`src/rtl/group_serial_subtractor.sv`:
```
// group_serial_subtractor
//
// Multi-cycle subtractor: result = a - b - bin, computed GROUPSIZE bits per
// clock starting from the least-significant group. The operands are captured
// on accept. The result is presented with valid/ready handshakes on both sides.
//
// Ports
//   clk        single clock, rising edge
//   rst        synchronous active-high reset
//   in_valid   operands valid
//   in_ready   block accepts operands (only in IDLE)
//   a, b       minuend / subtrahend, WIDTH bits
//   bin        borrow-in
//   out_valid  result valid (only in DONE)
//   out_ready  consumer accepts result
//   result     [WIDTH-1:0] = a-b-bin mod 2^WIDTH, [WIDTH] = borrow-out
//   zero       result[WIDTH-1:0] == 0 (meaningful while out_valid)
//   ovf        signed overflow of the subtraction (meaningful while out_valid)

module group_serial_subtractor #(
  parameter int WIDTH     = 64,
  parameter int GROUPSIZE = 8
) (
  input  logic             clk,
  input  logic             rst,
  input  logic             in_valid,
  output logic             in_ready,
  input  logic [WIDTH-1:0] a,
  input  logic [WIDTH-1:0] b,
  input  logic             bin,
  output logic             out_valid,
  input  logic             out_ready,
  output logic [WIDTH:0]   result,
  output logic             zero,
  output logic             ovf
);

  localparam int NUM_GROUPS = WIDTH / GROUPSIZE;
  localparam int CNT_W      = (NUM_GROUPS > 1) ? $clog2(NUM_GROUPS) : 1;
  localparam logic [CNT_W-1:0] LAST_GROUP = CNT_W'(NUM_GROUPS - 1);

  typedef enum logic [1:0] {
    IDLE = 2'd0,
    RUN  = 2'd1,
    DONE = 2'd2
  } state_t;

  state_t               state_reg;
  logic [CNT_W-1:0]     cnt_reg;
  logic                 borrow_reg;
  logic [WIDTH-1:0]     a_reg;
  logic [WIDTH-1:0]     b_reg;
  logic [WIDTH:0]       result_reg;
  logic                 zero_reg;
  logic                 ovf_reg;

  // Captured operands viewed as an array of groups so the active group can
  // be selected directly by the group counter.
  logic [GROUPSIZE-1:0] a_grp [NUM_GROUPS];
  logic [GROUPSIZE-1:0] b_grp [NUM_GROUPS];

  for (genvar gi = 0; gi < NUM_GROUPS; gi++) begin : g_split
    assign a_grp[gi] = a_reg[gi*GROUPSIZE +: GROUPSIZE];
    assign b_grp[gi] = b_reg[gi*GROUPSIZE +: GROUPSIZE];
  end

  logic [GROUPSIZE:0]   grp_full;
  logic                 borrow_next;
  logic [WIDTH-1:0]     res_body_next;
  logic                 zero_next;
  logic                 ovf_next;

  // One group step. The subtraction uses one extra bit, and that top bit is
  // set exactly when the group difference goes negative, i.e. the borrow out.
  always_comb begin
    grp_full      = {1'b0, a_grp[cnt_reg]} - {1'b0, b_grp[cnt_reg]}
                    - {{GROUPSIZE{1'b0}}, borrow_reg};
    borrow_next   = grp_full[GROUPSIZE];
    res_body_next = result_reg[WIDTH-1:0];
    for (int g = 0; g < NUM_GROUPS; g++) begin
      if (cnt_reg == CNT_W'(g)) begin
        res_body_next[g*GROUPSIZE +: GROUPSIZE] = grp_full[GROUPSIZE-1:0];
      end
    end
    zero_next = (res_body_next == '0);
    ovf_next  = (a_reg[WIDTH-1] != b_reg[WIDTH-1]) &&
                (res_body_next[WIDTH-1] != a_reg[WIDTH-1]);
  end

  always_ff @(posedge clk) begin
    if (rst) begin
      state_reg  <= IDLE;
      cnt_reg    <= '0;
      borrow_reg <= 1'b0;
      a_reg      <= '0;
      b_reg      <= '0;
      result_reg <= '0;
      zero_reg   <= 1'b0;
      ovf_reg    <= 1'b0;
    end else begin
      case (state_reg)
        IDLE: begin
          if (in_valid) begin
            a_reg      <= a;
            b_reg      <= b;
            borrow_reg <= bin;   // group 0 consumes the external borrow-in
            cnt_reg    <= '0;
            result_reg <= '0;
            state_reg  <= RUN;
          end
        end
        RUN: begin
          result_reg[WIDTH-1:0] <= res_body_next;
          borrow_reg            <= borrow_next;
          cnt_reg               <= cnt_reg + 1'b1;
          if (cnt_reg == LAST_GROUP) begin
            // The flags are computed from the completed word as it enters DONE.
            // They then hold until the consumer takes the result.
            result_reg[WIDTH] <= borrow_next;
            zero_reg          <= zero_next;
            ovf_reg           <= ovf_next;
            cnt_reg           <= '0;
            state_reg         <= DONE;
          end
        end
        DONE: begin
          if (out_ready) begin
            state_reg <= IDLE;
          end
        end
        default: begin
          state_reg <= IDLE;
        end
      endcase
    end
  end

  // Handshake flags decode directly from the registered state. in_ready is
  // therefore low during the DONE hand-off cycle, so no accept can happen
  // in that same cycle.
  assign in_ready  = (state_reg == IDLE);
  assign out_valid = (state_reg == DONE);
  assign result    = result_reg;
  assign zero      = zero_reg;
  assign ovf       = ovf_reg;

endmodule

```
`config.mk`:
```
export PLATFORM = sky130hd
export DESIGN_NAME = group_serial_subtractor
export DESIGN_NICKNAME = d
export VERILOG_FILES = /design/src/rtl/group_serial_subtractor.sv
export SDC_FILE = /design/constraint.sdc
export NUM_CORES = 1
export LEC_CHECK = 0
export CORE_ASPECT_RATIO = 0.9
export CORE_MARGIN = 8
export CORE_UTILIZATION = 54
export DETAILED_ROUTE_END_ITERATION = 10
export GPL_TIMING_DRIVEN = 0
export PLACE_DENSITY = 0.85
export SLEW_MARGIN = 20
export SYNTH_ARGS = -nofsm -noshare
export SYNTH_HDL_FRONTEND = slang
export SYNTH_SLANG_ARGS = --single-unit
```
`constraint.sdc`:
```
create_clock -name clk -period 6.8 [get_ports clk]
set_input_delay 1.36 -clock clk [delete_from_list [all_inputs] [get_ports clk]]
set_output_delay 1.36 -clock clk [all_outputs]
set_load 0.1 [all_outputs]
```
==> impl_metrics.py, run 1 <==
metrics = {
    "floorplanning": {
        "coreArea_sq_um": 16100,
        "fp.dieW_um": 151,
        "chipHeight_um": 138,
        "ios": 202,
        "rows": 44,
        "start_util": 0.553,
        "die-area_sq_um": 20900,
    },
    "finish": {
        "area_growth_pct": 32.8,
        "regArea_sq_um": 4020,
        "largest_reg_flops": 65,
        "multi_input_area_sq_um": 4530,
        "layout-drive-gt1-share": 0.0511,
        "diodes": 0,
        "fin_area_sq_um": 11800,
        "final_nets": 1454,
        "fillerInstances": 1223,
    },
    "setup_path": {
        "ff2ff_setup_slack_ns": 1.66,
        "crit_family": "buffers and inverters",
        "cp_num_buf_inv": 4,
        "endpoint_kind": "flop",
        "max_stage_delay_ns": 0.64,
        "crit_start": "cnt_reg[1]$_SDFFE_PP0P_",
        "cp.arrival_ns": 5.56,
        "crit_type": "flop to flop",
        "worst_path_max_delay_cell": "buf_1",
        "cp-start-kind": "flop",
        "r2r-start": "cnt_reg[1]$_SDFFE_PP0P_",
        "cp_cell_sequence": "buf_4 > clkbuf_1 > buf_1 > mux4_2 > mux2i_1 > ha_1 > inv_1 > ha_1 > nand2_1 > nor2_1 > a211oi_1 > o31ai_4 > xnor2_1 > nand2_1 > o21ai_0",
        "required_ns": 7.22,
        "cp_max_fo": 10,
    },
    "timing": {
        "slew_violations": 0,
        "fin_skew_ns": 0.0180,
        "hold_violations": 0,
        "hold_ws_ns": 0.453,
        "timing.final.crit_period_ns": 5.14,
        "fmax_ghz": 0.194,
        "rsz0062_at_grt": "no",
        "worst_pin_slew_ns": 1.02,
        "fin_crit_sh": 0.757,
        "relSlewSlack": 0.315,
        "setup_violations": 0,
        "tns_ns": 0,
    },
    "clock_network": {
        "cts_setup_buffers": 0,
        "cts_resized": 0,
        "cts_buffers": 21,
        "clkTransAtPathRegs_ns": 0.06,
        "cts_max_path_buffers": 3,
        "h-tree-depth": 1,
        "clkLatencyLatePin_ns": 0.50,
        "cts_tree": "built",
        "numClockSinks": 201,
        "cts_hold_buf": 0,
        "cts-root-buf": "clkbuf_16",
    },
    "drt": {
        "drcViolationCount": 0,
        "wl_per_cell_um": 19.5,
        "drt_iter0_markers": 996,
        "drt-pass1-iter-count": 6,
        "viasPerCell": 5.95,
        "ant_nets": 0,
        "wl_um": 29600,
        "num_vias": 9031,
    },
    "run_status": {
        "outcome": "complete, no violations",
    },
    "placed_design": {
        "post_dp_cell_area_sq_um": 11200,
        "dpl.hpwl_um": 22000,
        "place_congestion": 0.954,
        "io_buffers": 201,
    },
    "run": {
        "drv_cap": 0,
    },
    "yosys": {
        "synth_cell_types": 50,
        "synth_edf_count": 0,
        "avgSynthCellArea_sq_um": 8.28,
        "ys_seq_elements": 201,
        "syn-num-nets": 1230,
        "yosys_warnings": 0,
        "synth_area_sq_um": 8920,
        "seq_area_frac_synth": 0.451,
        "async_flop_share": 0,
        "netlist_instances": 1077,
        "synthFlopType": "dfxtp_1",
    },
    "global_routing": {
        "grt_pass1_vias": 8877,
        "antenna_found_initial": 1,
        "grt_pass1_wl_um": 45600,
        "grt_max_degree": 14,
        "track_usage": 0.275,
        "grt-ovfl-total": 0,
    },
    "power_and_ir_drop": {
        "p_leak_nw": 4.41,
        "power_mw": 3.03,
        "peakVddDrop_mv": 0.234,
        "power_density_nw_per_um2": 256,
    },
    "hold_path": {
        "min_path_type": "flop to flop",
        "hold_path.startpoint": "b_reg[56]$_SDFFE_PP0P_",
    },
}
[path summary, 6_finish.rpt]
kind,cells past startpoint,to
setup / recovery,15,result[45]$_SDFFE_PP0P_
hold / removal,2,b_reg[56]$_SDFFE_PP0P_
setup reg to reg,15,result[45]$_SDFFE_PP0P_
hold reg to reg,2,b_reg[56]$_SDFFE_PP0P_
[routing by layer]
metal | track usage | routed length [um]
met4 | 0.0807 | 818
met3 | 0.0744 | 3700
met1 | 0.349 | 11400
met2 | 0.452 | 13700
met5 | 0 | 18
[synth_stat cells, types with 3 or more instances]
master	number	area, sq um
buf_4	3	22.5
and2b_1	4	30.0
and2_1	6	37.5
nor2_1	88	330
buf_1	10	37.5
mux2i_1	8	80.1
mux4_2	30	676
dfxtp_1	201	4020
clkbuf_1	63	236
nand2b_1	7	43.8
nand2_1	301	1130
nor2b_1	6	37.5
a2111oi_0	6	52.6
a32o_1	7	70.1
a22oi_1	32	240
a22o_1	6	52.6
a32oi_1	3	26.3
nand3_1	10	50.1
nor3_1	18	90.1
inv_1	20	75.1
o31ai_1	4	30.0
ha_1	18	225
nor4_1	3	18.8
a31oi_1	4	25.0
or4_1	4	30.0
o21ai_0	25	125
a21oi_1	150	751
a211oi_1	4	30.0
xnor2_1	5	43.8
o22ai_1	4	25.0
nand4_1	3	18.8
[logic make-up after synthesis]
family                     Yosys count  synth area share
buffers and inverters               96            0.0417
AOI/OAI and AO/OA                  259             0.176
and+or+nand+nor                    455             0.208
xor gates and xnor gates             8           0.00870
DFF                                201             0.451
adders and majority gates           20            0.0297
muxes                               38            0.0847
[report_power, final]
| part | internal, mW | total (mW) | switching (mW) |
|---|---|---|---|
| clock | 0.646 | 1.10 | 0.459 |
| sequential | 1.23 | 1.27 | 0.0343 |
| combinational | 0.244 | 0.656 | 0.412 |
[worst reg2reg max path, delay by kind of cell (launching register included)]
kind / cells / cell delay [ns]
compound gates: 3 / 0.80
xor+xnor: 1 / 0.54
fa+ha+maj: 2 / 0.58
buf+inv: 4 / 1.48
flops: 1 / 0.36
mux: 2 / 0.69
simple gates: 3 / 0.62
[layout by cell type (no fill, tap or decap), types with 20 or more instances in the layout]
cell type        count
clkdlybuf4s50_1    201
mux4_2              30
a21oi_1            150
nor2_1              88
a22oi_1             32
inv_1               20
o21ai_0             25
clkbuf_16           21
dfxtp_1            201
nand2_1            301
clkbuf_1            67
[metrics by stage]
stage               cells  setup WS (ns)  utilization
floorplan            1077           2.58            -
global placement     1485           1.89        0.694
detailed placement   1485           1.77        0.694
CTS                  1519           1.79        0.734
global route         1519           1.41        0.735
finish               1519           1.66        0.735
[cell type report]
cell class / instances / share of cell area
Sequential cell: 201 / 0.340
Clock buffer: 29 / 0.0503
Multi-Input combinational cell: 780 / 0.383
Buffer: 76 / 0.0250
Tap cell: 207 / 0.0219
Timing Repair Buffer: 201 / 0.170
Clock inverter: 5 / 0.00454
Inverter: 20 / 0.00634
(Power assumes the default switching activity.)
==> inputs of run 2 (changes only) <==
- CORE_UTILIZATION: 54 -> 46
- PLACE_DENSITY: 0.85 -> 0.77
- clock period: 6.8 -> 4.6 ns (I/O delays scaled with it)
==> impl_metrics.py, run 2 (synthesis gave the netlist of run 1 again) <==
metrics = {
    "run_status": {
        "outcome": "complete, no violations",
    },
    "clock_network": {
        "cts_buffers": 22,
        "cts_tree": "built",
        "cts-root-buf": "clkbuf_16",
        "numClockSinks": 201,
        "cts_setup_buffers": 0,
        "clkTransAtPathRegs_ns": 0.06,
        "cts_hold_buf": 0,
        "h-tree-depth": 1,
        "clkLatencyLatePin_ns": 0.51,
        "cts_max_path_buffers": 3,
    },
    "power_and_ir_drop": {
        "intPower_mw": 3.22,
        "power_mw": 4.59,
        "power_density_nw_per_um2": 382,
        "p_leak_nw": 4.48,
        "switching_share": 0.298,
        "pwr-share-comb": 0.215,
        "clkPwrFrac": 0.376,
        "peakVddDrop_mv": 0.222,
        "seqPwrFrac": 0.409,
        "switchingPower_mw": 1.37,
    },
    "setup_path": {
        "r2r_end": "ovf$_SDFFE_PP0P_",
        "ff2ff_setup_slack_ns": 0.18,
        "endpoint_kind": "flop",
        "crit_type": "flop to flop",
        "cp_max_fo": 10,
        "reg2reg_depth": 15,
        "r2r-start": "cnt_reg[0]$_SDFFE_PP0P_",
        "cp.arrival_ns": 4.84,
        "required_ns": 5.02,
        "cp-start-kind": "flop",
    },
    "timing": {
        "slew_violations": 0,
        "relSlewSlack": 0.320,
        "fin_skew_ns": 0.00880,
        "fin_crit_sh": 0.962,
        "setup_violations": 0,
        "timing.final.crit_period_ns": 4.42,
        "rsz0062_at_grt": "no",
        "worst_pin_slew_ns": 1.02,
        "tns_ns": 0,
        "hold_violations": 0,
        "fmax_ghz": 0.226,
    },
    "floorplanning": {
        "die-area_sq_um": 24100,
        "fp.dieW_um": 163,
        "coreArea_sq_um": 19100,
        "start_util": 0.467,
        "rows": 48,
        "ios": 202,
        "chipHeight_um": 148,
    },
    "placed_design": {
        "dpl.hpwl_um": 23100,
        "io_buffers": 201,
        "place_congestion": 0.920,
    },
    "finish": {
        "final_nets": 1455,
        "largest_reg_flops": 65,
        "layout_commonest_cell": "nand2_1",
        "multi_input_area_sq_um": 4560,
        "final_cell_mix": "nand2_1, dfxtp_1, clkdlybuf4s50_1, a21oi_1, nor2_1",
        "regArea_sq_um": 4020,
        "diodes": 0,
        "fillerInstances": 1691,
        "area_growth_pct": 34.6,
        "layout-drive-gt1-share": 0.0615,
    },
    "global_routing": {
        "grt_pass1_vias": 8780,
        "grt-ovfl-total": 0,
        "grt_max_degree": 14,
        "antenna_found_initial": 0,
        "track_usage": 0.248,
        "grt_pass1_wl_um": 47700,
    },
    "run": {
        "drv_cap": 0,
    },
    "drt": {
        "num_vias": 8830,
        "wl_um": 30900,
        "ant_nets": 0,
        "drt-pass1-iter-count": 7,
        "viasPerCell": 5.63,
        "wl_per_cell_um": 19.7,
        "drcViolationCount": 0,
        "drt_iter0_markers": 728,
    },
    "hold_path": {
        "holdPathEnd": "b_reg[31]$_SDFFE_PP0P_",
        "hold_depth": 2,
        "hold_path.startpoint": "b_reg[31]$_SDFFE_PP0P_",
        "min_path_type": "flop to flop",
    },
}
-- run 2: changes by cell type in the layout (fill, tap and decap cells not counted), sizes merged --
cell,delta
clkinv,+3
clkbuf,+4
inv,-1
buf,-1
-- run 2: critical path, cell delays in order (launching register included) --
cell      delay, ns
dfxtp_1        0.50
buf_4          0.28
buf_6          0.24
mux4_2         0.58
mux2i_1        0.27
ha_1           0.28
inv_1          0.06
ha_1           0.30
nand2_1        0.17
nor2_1         0.08
a211oi_2       0.28
o31ai_4        0.14
o31ai_4        0.27
xnor2_4        0.21
or3b_1         0.41
a311oi_1       0.25
-- run 2: cell type report --
type / count / share of cell area
multi-input cells: 780 / 0.380
flip-flops and latches: 201 / 0.335
repair buffers: 201 / 0.168
plain buffers: 76 / 0.0270
inverters: 20 / 0.00625
clock buffers: 32 / 0.0532
clock inverters: 7 / 0.00531
well taps: 250 / 0.0260
-- run 2: worst max-delay path by stage --
stage,start,slack (ns),end
detailed placement,cnt_reg[1]$_SDFFE_PP0P_,-0.57,ovf$_SDFFE_PP0P_
finish,cnt_reg[0]$_SDFFE_PP0P_,0.18,ovf$_SDFFE_PP0P_
floorplan,cnt_reg[0]$_SDFFE_PP0P_,0.38,ovf$_SDFFE_PP0P_
global route,cnt_reg[1]$_SDFFE_PP0P_,0.02,ovf$_SDFFE_PP0P_
CTS,cnt_reg[0]$_SDFFE_PP0P_,0.02,ovf$_SDFFE_PP0P_
global placement,cnt_reg[1]$_SDFFE_PP0P_,-0.46,ovf$_SDFFE_PP0P_
-- run 2: through the flow --
step | utilization | hold WS [ns] | worst slack (ns) | area (sq um) | std cells
6_report | 0.629 | 0.454 | 0.176 | 12000 | 1567
3_5_place_dp | 0.589 | 0.445 | -0.569 | 11300 | 1528
5_1_grt | 0.629 | 0.471 | 0.0187 | 12000 | 1567
2_1_floorplan | - | 0.432 | 0.382 | 8920 | 1077
3_3_place_gp | 0.589 | 0.439 | -0.456 | 11200 | 1528
4_1_cts | 0.627 | 0.453 | 0.0226 | 12000 | 1567
-- run 2: power by group through the flow --
stage                     Clock, mW  Sequential, mW  Combinational, mW
after global placement            0            1.91              0.924
after floorplan                   0            1.97              0.521
after global routing           1.80            1.88               1.05
after CTS                      1.73            1.87              0.949
after detailed placement          0            1.91              0.940
final                          1.72            1.88              0.988
-- run 2: what timing repair did --
item                                    in CTS  in global routing
gates resized for setup                     16                  9
endpoints found under the setup margin      35                 19
pin swaps                                    0                  0
-- run 2: per-layer routing --
metal / global-route usage / up-vias / routed length [um]
li1: - / 4167 / -
met1: 0.321 / 4132 / 12600
met2: 0.407 / 466 / 14400
met3: 0.0550 / 65 / 3040
met4: 0.0720 / 0 / 772
met5: 0 / - / 0
